<file path="config.mk">
export PLATFORM = sky130hd
export DESIGN_NAME = ahb_reg_slave
export DESIGN_NICKNAME = d
export VERILOG_FILES = /design/src/rtl/ahb_reg_slave.sv
export SDC_FILE = /design/constraint.sdc
export NUM_CORES = 1
export LEC_CHECK = 0
export ABC_AREA = 1
export CORE_MARGIN = 5
export CORE_UTILIZATION = 35
export CTS_CLUSTER_SIZE = 28
export DETAILED_ROUTE_END_ITERATION = 7
export GPL_TIMING_DRIVEN = 0
export MAX_ROUTING_LAYER = met4
export PLACE_DENSITY = 0.52
export RECOVER_POWER = 50
export SLEW_MARGIN = 20
export SYNTH_ARGS = -nofsm -noshare
export SYNTH_HDL_FRONTEND = slang
export SYNTH_SLANG_ARGS = --single-unit
</file>
<file path="constraint.sdc">
create_clock -name hclk -period 2.6 [get_ports hclk]
set_input_delay 0.39 -clock hclk [delete_from_list [all_inputs] [get_ports hclk]]
set_output_delay 0.39 -clock hclk [all_outputs]
set_load 0.03 [all_outputs]
</file>
<file path="src/rtl/ahb_reg_slave.sv">
// AHB-Lite slave with 16 x 32-bit registers, zero-wait writes and a two-cycle ERROR response.
// Define AHB_REG_SLAVE_RDWAIT_EN to insert one wait state on every legal read.
module ahb_reg_slave #(
  parameter logic [31:0] RESET_VAL = 32'h0000_0000,
  parameter int          BASE_CHK  = 1
) (
  input  logic        hclk,
  input  logic        hresetn,
  input  logic        hsel,
  input  logic [31:0] haddr,
  input  logic [1:0]  htrans,
  input  logic        hwrite,
  input  logic [2:0]  hsize,
  input  logic [2:0]  hburst,
  input  logic        hready,
  input  logic [31:0] hwdata,
  output logic [31:0] hrdata,
  output logic        hready_resp,
  output logic        hresp
);

  localparam logic [2:0] ST_IDLE = 3'd0;
  localparam logic [2:0] ST_DATA = 3'd1;
`ifdef AHB_REG_SLAVE_RDWAIT_EN
  localparam logic [2:0] ST_WAIT = 3'd2;
`endif
  localparam logic [2:0] ST_ERR1 = 3'd3;
  localparam logic [2:0] ST_ERR2 = 3'd4;

  logic [2:0]  state_reg, state_next;
  logic [3:0]  idx_reg, idx_next;
  logic        write_reg, write_next;
  logic        accept;
  logic        addr_err;
  logic        wr_en;
  logic        rd_phase;
  logic [31:0] rd_words [16];
  logic        unused_ok;

  // Burst type and the SEQ/NONSEQ distinction carry no meaning for a register file.
  assign unused_ok = ^{hburst, htrans[0]};

  assign accept   = hsel & hready & htrans[1];
  assign addr_err = (hsize != 3'b010) | (haddr[1:0] != 2'b00) |
                    ((BASE_CHK != 0) & (haddr[31:6] != 26'd0));
  assign wr_en    = (state_reg == ST_DATA) & write_reg;

`ifdef AHB_REG_SLAVE_RDWAIT_EN
  logic rd_stall;
  assign rd_stall    = (state_reg == ST_DATA) & ~write_reg;
  assign rd_phase    = (state_reg == ST_WAIT);
  assign hready_resp = (state_reg != ST_ERR1) & ~rd_stall;
`else
  assign rd_phase    = (state_reg == ST_DATA) & ~write_reg;
  assign hready_resp = (state_reg != ST_ERR1);
`endif

  assign hresp  = (state_reg == ST_ERR1) | (state_reg == ST_ERR2);
  assign hrdata = rd_phase ? rd_words[idx_reg] : 32'd0;

  // Every state that completes its data phase this cycle may also take the next address phase.
  always_comb begin
    state_next = state_reg;
    idx_next   = idx_reg;
    write_next = write_reg;
    if (state_reg == ST_ERR1) begin
      state_next = ST_ERR2;
`ifdef AHB_REG_SLAVE_RDWAIT_EN
    end else if (rd_stall) begin
      state_next = ST_WAIT;
`endif
    end else if (accept) begin
      idx_next   = haddr[5:2];
      write_next = hwrite;
      state_next = addr_err ? ST_ERR1 : ST_DATA;
    end else begin
      state_next = ST_IDLE;
    end
  end

  always_ff @(posedge hclk or negedge hresetn) begin
    if (!hresetn) begin
      state_reg <= ST_IDLE;
      idx_reg   <= 4'd0;
      write_reg <= 1'b0;
    end else begin
      state_reg <= state_next;
      idx_reg   <= idx_next;
      write_reg <= write_next;
    end
  end

  // Storage stays in flops so that every word returns to RESET_VAL asynchronously.
  genvar gi;
  generate
    for (gi = 0; gi < 16; gi++) begin : g_word
      logic [31:0] word_reg;
      always_ff @(posedge hclk or negedge hresetn) begin
        if (!hresetn) begin
          word_reg <= RESET_VAL;
        end else if (wr_en && (idx_reg == 4'(gi))) begin
          word_reg <= hwdata;
        end
      end
      assign rd_words[gi] = word_reg;
    end
  endgenerate

endmodule

</file>
# Yosys cells after proc, flatten, opt, wreduce, memory -nomap -nowiden
# Cells that the tools add are included.
word_totals:
  reg_bits: 520
  latchBits: 0
  mem_bits_rw: 0
  rom_bits: 0
  mem_count: 0
classes:
  addsub: 0
  n_mul: 0
  n_div: 0
  order_cmp: 1
  eq_ne: 20
  shifts: 0
  mux: 7
  n_bitwise: 10
  n_reduce_logical: 20
ops:
  columns: ["cell", "n"]
  rows:
  - ["$bmux W32 S4", 1]
  - ["$mux W32", 3]
  - ["$eq A4 B4 Y1 const B", 8]
  - ["$reduce_bool A26 Y1", 1]
  - ["$eq A4 B3 Y1 const B", 4]
  - ["$logic_and A1 B1 Y1", 16]
  - ["$eq A4 B2 Y1 const B", 2]
  - ["$ne A3 B2 Y1 const B", 2]
  - ["$ge A5 B5 Y1 const B", 1]
  - ["$not A4 Y5", 1]
  - ["$and A1 B1 Y1", 4]
  - ["$eq A4 B1 Y1 const B", 1]
  - ["$logic_not A4 Y1", 1]
  - ["$mux W2", 2]
  - ["$eq A3 B1 Y1 const B", 1]
  - ["$eq A3 B2 Y1 const B", 1]
  - ["$eq A3 B3 Y1 const B", 1]
  - ["$mux W3", 1]
  - ["$or A1 B1 Y1", 3]
  - ["$not A1 Y1", 2]
  - ["$reduce_and A2 Y1", 1]
  - ["$reduce_bool A2 Y1", 1]

# Depth between registers and ports, before layout
logic_depth:
  depth_word: 6
  ltp_mapped: 12
  depth_no_buf: 9

# Worst setup path before layout
# OpenSTA, ideal clock, no wires.
synth_path:
  kind: "register to output"
  startpoint: "register idx_reg[1]"
  endpoint: "output port hrdata[24]"
  arrival_time_ns: 1.765
  required_ns: 2.210
  slack_ns: 0.445
  stages_incl_launch_ff: 10
  n_path_buf: 2
  path_cell_list: "dfrtp_1 -> inv_2 -> clkbuf_1 -> clkbuf_1 -> nand2_1 -> nand2_1 -> nand2_1 -> nand2_1 -> nor2_1 -> nor2_1"
synth_via:
  elab_chain_cells: 5
synth_rtl:
  columns: ["item", "line", "source"]
  rows:
  - ["start, declared", "31", "logic [3:0] idx_reg, idx_next;"]
  - ["start signal, assigned", "88", "idx_reg <= idx_next;"]
  - ["$not A4 Y5 (not written as such)", "59", "assign hrdata = rd_phase ? rd_words[idx_reg] : 32'd0;"]
  - ["$bmux W32 S4", "59", null]
  - ["$mux W32 (not written as such) (2 in series)", "59", null]
  - ["$mux W32", "59", null]
  - ["end, declared", "17", "output logic [31:0] hrdata,"]
# Every way passes these cells. The select of a mux whose other input is x is not followed.

# Final worst setup path
layout_path:
  startpoint: "register idx_reg[0]"
  endpoint: "output port hrdata[31]"
# The elaborated chain is that of the path after synthesis.

==> impl_metrics.prom <==
# TYPE chip_impl_metric gauge
chip_impl_info{name="outcome",value="finished with violations"} 1
chip_impl_info{name="violations_in_the_final_reports",value="max-capacitance violations, max-slew violations, negative setup slack"} 1
chip_impl_metric{name="clock_path_buffers",unit=""} 3
chip_impl_metric{name="die_area",unit="um2"} 75000
chip_impl_info{name="endpoint_of_the_worst_hold_path",value="idx_reg[3]$_DFFE_PN0P_"} 1
chip_impl_info{name="launch_instance_of_the_worst_register_to_register_path",value="idx_reg[0]$_DFFE_PN0P_"} 1
chip_impl_metric{name="ys_seq_area_frac",unit=""} 0.534
chip_impl_info{name="reg2reg_end",value="g_word[4].word_reg[12]$_DFFE_PN0P_"} 1
chip_impl_metric{name="gr-usage-met3",unit=""} 0.0267
chip_impl_metric{name="regToRegSetupSlack",unit="ns"} 0.29
chip_impl_metric{name="grtUsageTotal",unit=""} 0.219
chip_impl_info{name="worst_path_dominant_cell_family",value="buffers and inverters"} 1
chip_impl_metric{name="die_w",unit="um"} 274
chip_impl_info{name="critical_path.most_common_cell",value="sky130_fd_sc_hd__nand2_1"} 1
chip_impl_info{name="timing_worst_setup_path_type",value="reg2out"} 1
chip_impl_metric{name="post_layout_nonfiller_instances",unit=""} 4467
chip_impl_metric{name="pin_count",unit=""} 111
chip_impl_metric{name="num-nets-final",unit=""} 3566
chip_impl_info{name="grt-busiest-layer",value="met2"} 1
chip_impl_metric{name="critical_path.max_fanout",unit=""} 8
chip_impl_metric{name="post_route_cells_drive_above_1_share",unit=""} 0.139
chip_impl_metric{name="ys_types",unit=""} 21
chip_impl_info{name="min_from",value="haddr[5]"} 1
chip_impl_metric{name="fin_crit",unit="ns"} 2.86
chip_impl_metric{name="globalRoute.totalOverflow",unit=""} 0
chip_impl_metric{name="rr_worst_depth",unit=""} 8
chip_impl_metric{name="average_wire_length_per_cell_after_detail_routing",unit="um"} 18.0
chip_impl_metric{name="pwr_density_cell",unit="nW/um2"} 883
chip_impl_info{name="clock_tree_from_tritoncts",value="yes"} 1
chip_impl_metric{name="port_buffers",unit=""} 106
chip_impl_metric{name="placeableCoreArea",unit="um2"} 68800
chip_impl_metric{name="clock_sink_count",unit=""} 520
chip_impl_metric{name="floorplan.initialDensity",unit=""} 0.354
chip_impl_metric{name="global_route.usage.met2",unit=""} 0.355
chip_impl_metric{name="tritoncts.num_buffers",unit=""} 59
chip_impl_metric{name="relSlewSlack",unit=""} -0.0635
chip_impl_metric{name="mappedNetlistArea",unit="um2"} 24400
chip_impl_metric{name="dpl.cell_count",unit=""} 4333
chip_impl_metric{name="grt_util_met1",unit=""} 0.291
chip_impl_metric{name="netlist_instances",unit=""} 3290
chip_impl_metric{name="number_of_global_route_vias_before_repair",unit=""} 21400
chip_impl_metric{name="p_leak",unit="nW"} 16.0
chip_impl_metric{name="ys_seq_elements",unit=""} 520
chip_impl_metric{name="fin_ws",unit="ns"} -0.264
chip_impl_metric{name="path_buf_inv",unit=""} 6
chip_impl_metric{name="grt_pass1_wl",unit="mm"} 125
chip_impl_metric{name="hold_violations",unit=""} 0
chip_impl_metric{name="wl",unit="mm"} 80.3
chip_impl_metric{name="clock_latency",unit="ns"} 0.63
chip_impl_metric{name="detail_route.iter0.violations",unit=""} 1661
chip_impl_metric{name="final_setup_violating_endpoints",unit=""} 32
chip_impl_metric{name="timing_worst_slew_pin_value",unit="ns"} 1.60
chip_impl_metric{name="std_cell_rows",unit=""} 96
chip_impl_info{name="cp_cell_sequence",value="buf_6, clkinv_8, buf_8, buf_12, buf_12, nand2_1, nand2_1, nand2_1, nand2_1, nand2_2, nand2_2, nor2_1, nor2_2, buf_6"} 1
chip_impl_metric{name="fmax",unit="MHz"} 349
chip_impl_metric{name="power.total",unit="mW"} 26.9
chip_impl_metric{name="max-cap-violations",unit=""} 1
chip_impl_metric{name="dieHeight",unit="um"} 274
chip_impl_metric{name="route.detailed.vias_per_inst",unit=""} 4.86
chip_impl_metric{name="area_growth",unit="%"} 24.8
chip_impl_metric{name="worst_path_largest_cell_delay",unit="ns"} 0.37
chip_impl_metric{name="synth.net_count",unit=""} 3367
chip_impl_metric{name="final_worst_hold_slack",unit="ns"} 0.321
chip_impl_metric{name="holdPathStages",unit=""} 3
chip_impl_info{name="most_common_cell_after_layout_fill_and_taps_aside",value="sky130_fd_sc_hd__nand2_1"} 1
chip_impl_metric{name="remaining_drc_errors",unit=""} 0
chip_impl_metric{name="antenna_cells",unit=""} 0
chip_impl_metric{name="report.final.slew_viol_count",unit=""} 57
chip_impl_info{name="timing.critical_path.from",value="idx_reg[0]$_DFFE_PN0P_"} 1
chip_impl_info{name="worst_hold_path_type",value="in2reg"} 1
chip_impl_metric{name="clock-skew-final",unit="ns"} 0.0230
chip_impl_metric{name="cts.clk_slew.worst_paths",unit="ns"} 0.06
chip_impl_metric{name="critical_path_arrival",unit="ns"} 2.47
chip_impl_metric{name="fin_area",unit="um2"} 30400
chip_impl_info{name="timing.critical_path.to_type",value="primary output"} 1
chip_impl_metric{name="largest_register_ffs",unit=""} 512
chip_impl_info{name="worstSetupStartpointType",value="flop"} 1
chip_impl_metric{name="yosys_warnings",unit=""} 0
chip_impl_metric{name="worstPathRequired",unit="ns"} 2.21
chip_impl_metric{name="maximum_number_of_pins_on_one_net_before_global_route_repair",unit=""} 92
chip_impl_metric{name="worst_ir_drop_vdd",unit="mV"} 0.653
chip_impl_metric{name="cts_h_tree_depth",unit=""} 2
chip_impl_info{name="most-common-layout-cells",value="sky130_fd_sc_hd__nand2_1 (1726), sky130_fd_sc_hd__dfrtp_1 (518), sky130_fd_sc_hd__o21ai_0 (312)"} 1
chip_impl_metric{name="timing.final.crit_share",unit=""} 1.10
chip_impl_metric{name="gp_congestion",unit=""} 0.834
chip_impl_metric{name="dr.pass1.iters",unit=""} 8
chip_impl_metric{name="placed_area",unit="um2"} 26800
chip_impl_metric{name="route.antenna.remaining_nets",unit=""} 0
chip_impl_metric{name="number_of_antenna_violations_at_the_first_check_in_global_routing",unit=""} 0
chip_impl_metric{name="vias",unit=""} 21700
chip_impl_info{name="critPathSlowestCell",value="sky130_fd_sc_hd__dfrtp_1"} 1
chip_impl_metric{name="synth_area_per_cell",unit="um2"} 7.41
chip_impl_metric{name="place_hpwl",unit="mm"} 58.7
chip_impl_info{name="root_buffer",value="sky130_fd_sc_hd__clkbuf_16"} 1
chip_impl_info{name="rsz0062_at_grt",value="true"} 1
==> where the power goes <==
group	total, mW	internal (mW)	switching (mW)	leakage [nW]
clock network	8.59	5.07	3.52	0.982
registers	11.0	9.96	0.995	4.98
logic	7.31	2.88	4.43	10.0
total	26.9	17.9	8.95	16.0
==> Yosys cell counts, drive strengths merged <==
cell type / n / share of area
buf: 64 / 0.013
clkbuf: 165 / 0.025
clkinv: 1 / 0.00015
dfrtp: 520 / 0.53
inv: 43 / 0.0066
nand2: 1869 / 0.29
nand3: 14 / 0.0086
nand4: 9 / 0.0033
nor2: 86 / 0.015
nor3: 1 / 0.00021
o21ai: 517 / 0.11
or2: 1 / 0.00026
==> cells by family (layout without fill, tap and decap cells) <==
kind of cell           Yosys count  in the layout  synth area share
AO/OA/AOI/OAI                  517            517             0.106
flip-flops                     520            520             0.534
AND/OR/NAND/NOR               1980           1980             0.315
buffers and inverters          273            519            0.0451
==> tightest hold or removal path, stage by stage <==
cell and delay (ns):
sky130_fd_sc_hd__clkdlybuf4s50_1 0.40, sky130_fd_sc_hd__nand2_1 0.06, sky130_fd_sc_hd__nand2_1 0.05
==> metal layers <==
| layer | share of wire | vias to the layer above |
|---|---|---|
| met5 | 0 | - |
| met4 | 0.028 | 0 |
| met3 | 0.041 | 126 |
| met2 | 0.48 | 386 |
| met1 | 0.45 | 10500 |
| li1 | - | 10700 |
==> worst max-delay path by stage <==
stage | to | slack [ns] | cells after the start
3_3_place_gp | g_word[10].word_reg[28]$_DFFE_PN0P_ | -23.66 | 1
4_1_cts | hrdata[31] | -0.32 | 13
6_report | hrdata[31] | -0.26 | 14
2_1_floorplan | hrdata[24] | 0.45 | 9
3_5_place_dp | hrdata[31] | -1.10 | 12
5_1_grt | hrdata[24] | -0.38 | 15
==> what timing repair did <==
action	CTS	global route
hold buffers	1	0
cloned	5	5
hold endpoints to repair	54	0
gates resized for setup	492	198
setup buffers	13	5
setup endpoints to repair	32	32
pin swaps	40	80
==> stage by stage <==
stage | utilization | setup slack (ns) | setup TNS, ns
after CTS | 0.433 | -0.325 | -8.60
after global placement | 0.386 | -23.66 | -
after global routing | 0.442 | -0.380 | -21.65
after floorplan | - | 0.445 | 0
final | 0.442 | -0.264 | -6.24
after detailed placement | 0.389 | -1.10 | -28.55
==> area by class of cell <==
type	count	area, um2
clock inverters	18	208
multi-input cells	2497	10900
inverters	44	183
plain buffers	228	1520
fillers	7157	38400
well taps	931	1160
repair buffers	139	1610
clock buffers	90	1770
flip-flops and latches	520	13000
Note: power is estimated with default switching activity, not from simulation.
